**src/rtl/cpu_ctrl_pkg.sv**
```systemverilog
// Shared definitions for the 8-bit computer control unit: control-word bit map,
// opcode map, microstep encoding and the run/halt state type.
package cpu_ctrl_pkg;

  localparam int CW_WIDTH  = 24;
  localparam int NUM_STEPS = 5;
  localparam int STEP_W    = 3;

  typedef logic [STEP_W-1:0] step_t;

  localparam step_t STEP_T0   = step_t'(0);
  localparam step_t STEP_T1   = step_t'(1);
  localparam step_t STEP_T2   = step_t'(2);
  localparam step_t STEP_T3   = step_t'(3);
  localparam step_t STEP_T4   = step_t'(4);
  localparam step_t STEP_LAST = step_t'(NUM_STEPS - 1);

  localparam int CW_HLT  = 0;
  localparam int CW_MI   = 1;
  localparam int CW_RI   = 2;
  localparam int CW_RO   = 3;
  localparam int CW_IO   = 4;
  localparam int CW_II   = 5;
  localparam int CW_REGI = 6;
  localparam int CW_REGO = 7;
  localparam int CW_EO   = 8;
  localparam int CW_SU   = 9;
  localparam int CW_BI   = 10;
  localparam int CW_OI   = 11;
  localparam int CW_CE   = 12;
  localparam int CW_CO   = 13;
  localparam int CW_J    = 14;
  localparam int CW_FI   = 15;
  // Extension bits, reserved for a larger ISA and never asserted by the base ROM
  localparam int CW_IOM  = 16;
  localparam int CW_IIM  = 17;
  localparam int CW_IOA  = 18;
  localparam int CW_IIA  = 19;
  localparam int CW_XI   = 20;
  localparam int CW_SPJ  = 21;
  localparam int CW_BPI  = 22;
  localparam int CW_BPO  = 23;

  localparam logic [3:0] OP_NOP = 4'h0;
  localparam logic [3:0] OP_LDA = 4'h1;
  localparam logic [3:0] OP_ADD = 4'h2;
  localparam logic [3:0] OP_SUB = 4'h3;
  localparam logic [3:0] OP_STA = 4'h4;
  localparam logic [3:0] OP_LDI = 4'h5;
  localparam logic [3:0] OP_JMP = 4'h6;
  localparam logic [3:0] OP_JC  = 4'h7;
  localparam logic [3:0] OP_JZ  = 4'h8;
  localparam logic [3:0] OP_OUT = 4'hE;
  localparam logic [3:0] OP_HLT = 4'hF;

  typedef enum logic {ST_RUN, ST_HALT} seq_state_t;

  function automatic logic [CW_WIDTH-1:0] cw_bit(input int idx);
    return CW_WIDTH'(1) << idx;
  endfunction

endpackage

```
**src/rtl/microcode_sequencer_if.sv**
```systemverilog
// Bus between the IR/flags registers, the sequencer and the control-signal fan-out.
interface microcode_sequencer_if;
  import cpu_ctrl_pkg::*;

  logic                en;
  logic [3:0]          opcode;
  logic                flag_c;
  logic                flag_z;
  logic [CW_WIDTH-1:0] control_word;
  step_t               step;
  logic                halted;
  logic                instr_done;

  modport master (
    output en, opcode, flag_c, flag_z,
    input  control_word, step, halted, instr_done
  );

  modport slave (
    input  en, opcode, flag_c, flag_z,
    output control_word, step, halted, instr_done
  );
endinterface

```
**src/rtl/microcode_rom.sv**
```systemverilog
// Combinational microcode store: (opcode, step, flags) -> raw control word.
module microcode_rom import cpu_ctrl_pkg::*; (
  input  logic [3:0]          opcode,
  input  step_t               step,
  input  logic                flag_c,
  input  logic                flag_z,
  output logic [CW_WIDTH-1:0] word
);

  logic [CW_WIDTH-1:0] t2, t3, t4, raw, reserved;

  assign reserved = cw_bit(CW_IOM) | cw_bit(CW_IIM) | cw_bit(CW_IOA) | cw_bit(CW_IIA) |
                    cw_bit(CW_XI)  | cw_bit(CW_SPJ) | cw_bit(CW_BPI) | cw_bit(CW_BPO);

  // Execute-phase words per opcode; untaken conditional jumps fall to an all-zero word
  always_comb begin
    t2 = '0;
    t3 = '0;
    t4 = '0;
    case (opcode)
      OP_LDA: begin
        t2 = cw_bit(CW_IO) | cw_bit(CW_MI);
        t3 = cw_bit(CW_RO) | cw_bit(CW_REGI);
      end
      OP_ADD: begin
        t2 = cw_bit(CW_IO) | cw_bit(CW_MI);
        t3 = cw_bit(CW_RO) | cw_bit(CW_BI);
        t4 = cw_bit(CW_EO) | cw_bit(CW_REGI) | cw_bit(CW_FI);
      end
      OP_SUB: begin
        t2 = cw_bit(CW_IO) | cw_bit(CW_MI);
        t3 = cw_bit(CW_RO) | cw_bit(CW_BI);
        t4 = cw_bit(CW_EO) | cw_bit(CW_REGI) | cw_bit(CW_SU) | cw_bit(CW_FI);
      end
      OP_STA: begin
        t2 = cw_bit(CW_IO) | cw_bit(CW_MI);
        t3 = cw_bit(CW_REGO) | cw_bit(CW_RI);
      end
      OP_LDI: t2 = cw_bit(CW_IO) | cw_bit(CW_REGI);
      OP_JMP: t2 = cw_bit(CW_IO) | cw_bit(CW_J);
      OP_JC:  t2 = flag_c ? (cw_bit(CW_IO) | cw_bit(CW_J)) : '0;
      OP_JZ:  t2 = flag_z ? (cw_bit(CW_IO) | cw_bit(CW_J)) : '0;
      OP_OUT: t2 = cw_bit(CW_REGO) | cw_bit(CW_OI);
      OP_HLT: t2 = cw_bit(CW_HLT);
      default: ;
    endcase
  end

  always_comb begin
    raw = '0;
    case (step)
      STEP_T0: raw = cw_bit(CW_CO) | cw_bit(CW_MI);
      STEP_T1: raw = cw_bit(CW_RO) | cw_bit(CW_II) | cw_bit(CW_CE);
      STEP_T2: raw = t2;
      STEP_T3: raw = t3;
      STEP_T4: raw = t4;
      default: raw = '0;
    endcase
  end

  assign word = raw & ~reserved;

endmodule

```
**src/rtl/microcode_sequencer.sv**
```systemverilog
// Control unit: owns the microstep counter and sticky halt, gates the ROM word onto the bus.
module microcode_sequencer import cpu_ctrl_pkg::*; (
  input logic                  clk,
  input logic                  reset,
  microcode_sequencer_if.slave bus
);

  seq_state_t          state, state_n;
  step_t               step_q, step_n;
  logic [CW_WIDTH-1:0] raw_word;
  logic                live;
  logic                wrap;

  microcode_rom u_rom (
    .opcode (bus.opcode),
    .step   (step_q),
    .flag_c (bus.flag_c),
    .flag_z (bus.flag_z),
    .word   (raw_word)
  );

  always_ff @(posedge clk or posedge reset) begin
    if (reset) begin
      state  <= ST_RUN;
      step_q <= STEP_T0;
    end else begin
      state  <= state_n;
      step_q <= step_n;
    end
  end

  // An empty execute word is a dead cycle, so short instructions wrap early
  always_comb begin
    state_n = state;
    step_n  = step_q;
    live    = bus.en && (state == ST_RUN) && !reset;
    wrap    = ((step_q >= STEP_T2) && (raw_word == '0)) || (step_q == STEP_LAST);
    if (live) begin
      if (raw_word[CW_HLT]) begin
        state_n = ST_HALT;
      end else if (wrap) begin
        step_n = STEP_T0;
      end else begin
        step_n = step_q + step_t'(1);
      end
    end
  end

  assign bus.control_word = live ? raw_word : '0;
  assign bus.instr_done   = live && wrap;
  assign bus.step         = step_q;
  assign bus.halted       = (state == ST_HALT);

endmodule

```
**src/flat_wrapper.sv**
```systemverilog
// flat-port wrapper written by rule: the top's interface ports become plain ports
module microcode_sequencer_flat import cpu_ctrl_pkg::*;
  (clk, reset, bus_en, bus_opcode, bus_flag_c, bus_flag_z, bus_control_word, bus_step, bus_halted, bus_instr_done);
  microcode_sequencer_if bus_i ();
  input logic clk;
  input logic reset;
  input wire logic [$bits(bus_i.en)-1:0] bus_en;
  input wire logic [$bits(bus_i.opcode)-1:0] bus_opcode;
  input wire logic [$bits(bus_i.flag_c)-1:0] bus_flag_c;
  input wire logic [$bits(bus_i.flag_z)-1:0] bus_flag_z;
  output wire logic [$bits(bus_i.control_word)-1:0] bus_control_word;
  output wire logic [$bits(bus_i.step)-1:0] bus_step;
  output wire logic [$bits(bus_i.halted)-1:0] bus_halted;
  output wire logic [$bits(bus_i.instr_done)-1:0] bus_instr_done;
  assign bus_i.en = bus_en;
  assign bus_i.opcode = bus_opcode;
  assign bus_i.flag_c = bus_flag_c;
  assign bus_i.flag_z = bus_flag_z;
  assign bus_control_word = bus_i.control_word;
  assign bus_step = bus_i.step;
  assign bus_halted = bus_i.halted;
  assign bus_instr_done = bus_i.instr_done;
  microcode_sequencer u_core (.clk(clk), .reset(reset), .bus(bus_i));
endmodule
```
**config.mk**
```make
export PLATFORM = sky130hd
export DESIGN_NAME = microcode_sequencer_flat
export DESIGN_NICKNAME = d
export VERILOG_FILES = /design/src/rtl/cpu_ctrl_pkg.sv /design/src/rtl/microcode_sequencer_if.sv /design/src/rtl/microcode_rom.sv /design/src/rtl/microcode_sequencer.sv /design/src/flat_wrapper.sv
export SDC_FILE = /design/constraint.sdc
export NUM_CORES = 1
export LEC_CHECK = 0
export ABC_AREA = 0
export CAP_MARGIN = 20
export CORE_AREA = 5 5 49 51
export CTS_CLUSTER_SIZE = 12
export DETAILED_ROUTE_END_ITERATION = 6
export DIE_AREA = 0 0 54 56
export GPL_ROUTABILITY_DRIVEN = 0
export GPL_TIMING_DRIVEN = 0
export PLACE_DENSITY = 0.72
export SLEW_MARGIN = 5
export SYNTH_ARGS = -nofsm -noshare
export SYNTH_HDL_FRONTEND = slang
export SYNTH_SLANG_ARGS = --single-unit
```
**constraint.sdc**
```tcl
create_clock -name clk -period 2.2 [get_ports clk]
set_input_delay 0.22 -clock clk [delete_from_list [all_inputs] [get_ports clk]]
set_output_delay 0.22 -clock clk [all_outputs]
set_load 0.05 [all_outputs]
```
==> summary.md <==
| Metric | Value |
|---|---|
| Class of the tightest hold or removal check | in -> async |
| Max Slew Vio Count | 0 |
| Initial antenna violation count | 0 |
| Post-detailed-route count of antenna-violating nets | 0 |
| Die ar. | 3020 um^2 |
| Per-instance average area after synthesis | 7.33 um^2 |
| Complex-gate fraction of the synthesized area | 20.4% |
| Share of synthesized cell area in and, or, nand and nor gates | 37.5% |
| Netlist cell types | 35 |
| CTS Buffer Depth | 2 |
| Area Growth Syn to Fin | 80.3% |
| TritonCTS Sinks | 4 |
| Setup repair after global routing missed its margin | true |
| Pleak | 0.570 nW |
| Worst setup path start | u_core.bus.step[0] |
| Routed wire per std cell | 12.9 um |
| Cell chosen for the clock root | clkbuf_4 |
| Sequential cell area fraction in the yosys report | 14.8% |
| Gate count after technology mapping | 92 |
| Via count of the first global-routing pass | 676 |
| Total DRC errors in the routed layout | 0 |
| Antenna fix cells | 0 |
| Total power | 1.17 mW |
| Ordered cell list for the critical path | inv_4 > ha_2 > nor2b_4 > a41oi_2 > o2111ai_1 > a211o_1 > a21oi_4 > buf_6 |
| Largest net degree at the start of global routing | 11 |
| Count of boundary I/O pins | 38 |
| Peak per-stage delay on the critical path | 440 ps |
| IR drop worst, VDD | 0.000802 V |
| Nature of the critical path endpoint | primary output |
| Worst Skew | 4.71 ps |
| CP startpoint kind | register |
| CTS tree | built |
| Worst-case setup slack after placement | -920 ps |
| X dimension of the die | 54 um |
| Syn. warnings | 0 |
| Arrival time reported for the critical path endpoint | 2030 ps |
| Placeable Area | 1900 um^2 |
| Nets@finish | 150 |
| Summed instance area of the synthesized netlist | 674 um^2 |
| Adder-Cell Fraction of Synth Area | 9.28% |
| Number of vias in the routed layout | 776 |
| Crit-path max FO | 6 |
| Number of setup violations in the final report | 1 |
| Post-synthesis register bit count | 4 |
| Post-synthesis share of cell area spent on xor and xnor gates | 0% |
| Critical path class | reg -> out |
| Skew-Pair Late Insertion Delay | 240 ps |
| Count of routing violations after the opening detailed-route iteration | 13 |
| Slowest cell on the critical path | dfrtp_2 |
| Clock H-tree levels | 1 |
| Part of the cycle the worst path needs | 102% |
| Startpoint of the lowest-slack register-to-register path | u_core.bus.step[0] |
| Async S/R FF share, synth | 100% |
| Worst path required time | 1980 ps |
| Detailed-route vias per instance | 4.82 |
| Vertical die dimension | 56 um |
| Predominant post-synthesis flop cell | dfrtp_1 |
| Number of flops mapped to enable cells by yosys | 0 |
| Main combinational cell family by area after synthesis | simple AND/OR/NAND/NOR gates |
| Final hold viol count | 0 |
| Total CTS buffers | 3 |
| Quantity of I/O buffers inserted on ports | 28 |
| Violated checks | negative setup slack |
| Number of placement rows | 16 |
| Share of layout cells above drive strength 1 | 50.7% |
| Clock transition time at the flip-flop clock pins of the worst setup and hold paths | 40 ps |
| Max-Cap Viols | 0 |
| Total power per unit cell area | 962 nW/um^2 |
| Final core utilization | 63.9% |
| Status | finished with violations |
| First-pass GRT wire length | 3150 um |
| Setup slack of the critical path after layout | -49.5 ps |
| Total global routing overflow | 0 |
| Detailed-routing iteration count for the pre-antenna-repair pass | 4 |
| Overall track demand over capacity in global routing | 13.5% |
| Upper clock frequency limit | 445 MHz |
| Total Routed Length | 2080 um |
| Multiplexer fraction of the synthesized cell area | 0% |
| Fin crit period | 2250 ps |
| Initial cell density of the core | 35.5% |
| HPWL after detailed placement | 1620 um |
==> metrics by stage <==
stage	setup TNS (ps)	cells	hold slack, ps	cell area, um^2
6_report	-49.5	161	226	1220
5_1_grt	-264	161	235	1220
4_1_cts	-297	157	225	1110
3_5_place_dp	-7510	154	481	1120
3_3_place_gp	-7480	154	471	1120
2_1_floorplan	-638	99	-5.47	810
==> metal layers <==
metal  GRT usage (%)  share of wire [%]
met1            19.1                 45
met2            20.2                 49
met3            3.49                5.9
met4            3.20                  0
met5               0                  0
==> critical path: cells and delay by family (launching register included) <==
family                   cells  cell delay (ps)
adder cells (fa/ha/maj)      1              200
flip-flops                   1              440
AO/OA/AOI/OAI                4              790
buffers and inverters        2              230
AND/OR/NAND/NOR              1              150
==> synthesized netlist by cell type (all sizes together), types with 2 or more instances <==
| master | n | area share (%) |
|---|---|---|
| nand2 | 8 | 4.5 |
| a31oi | 2 | 1.9 |
| inv | 6 | 3.3 |
| ha | 5 | 9.3 |
| o21ai | 3 | 2.2 |
| nor3 | 2 | 1.5 |
| a21oi | 5 | 3.7 |
| dfrtp | 4 | 15 |
| or2 | 2 | 1.9 |
| nor4 | 2 | 1.9 |
| and2 | 5 | 4.8 |
| and3 | 7 | 6.7 |
| nor2 | 6 | 3.3 |
| a22o | 2 | 2.6 |
| buf | 12 | 14 |
| nand3 | 2 | 1.5 |
| nor2b | 5 | 4.6 |
==> path summary, 6_finish.rpt <==
path | end | slack [ps] | depth (start not counted)
max | bus_instr_done | -50 | 8
max reg2reg | u_core.bus.step[2] | 210 | 8
max in group asynchronous | u_core.bus.step[1] | 1780 | 2
min in group clk | u_core.bus.halted | 510 | 1
min | u_core.bus.halted | 230 | 2
min reg2reg | u_core.bus.halted | 510 | 1
==> cells by family (layout without fill, tap and decap cells) <==
group / count (synthesis) / after routing
simple gates: 44 / 44
compound gates: 19 / 19
buf+inv: 19 / 54
fa+ha+maj: 5 / 5
flops: 4 / 4
other cells: 1 / 8
==> where the power goes <==
group          total [mW]  switching [mW]  internal, mW
logic               0.918           0.558         0.360
registers           0.161          0.0498         0.111
clock network      0.0918          0.0307        0.0610
==> registers in the layout, summed over array words and instances, names as in the netlist <==
| signal | count |
|---|---|
| u_core.bus.halted | 1 |
| u_core.bus.step | 3 |
==> layout by cell type, fill, tap and decap left out, types with 4 or more instances in the layout <==
master           count
buf_4               16
conb_1               8
clkdlybuf4s50_1      8
nand2_1              7
and3_1               6
buf_2                6
buf_6                4
nor2_1               4
clkbuf_4             4
dfrtp_2              4
==> layout make-up <==
cell class                      count  area [um^2]
Timing Repair Buffer               32          282
Fill cell                         163          686
Buffer                             13          103
Inverter                            6         25.0
Tap cell                           27         33.8
Multi-Input combinational cell     76          646
Clock buffer                        3         22.5
Sequential cell                     4          105
==> repair_timing <==
action                                  in CTS  in global routing
pin swaps                                    1                  7
setup buffers                                0                  4
endpoints found under the setup margin      17                 17
hold buffers                                 0                  0
gates resized for setup                     76                 20
No activity file was read; power rests on OpenSTA's default activity.
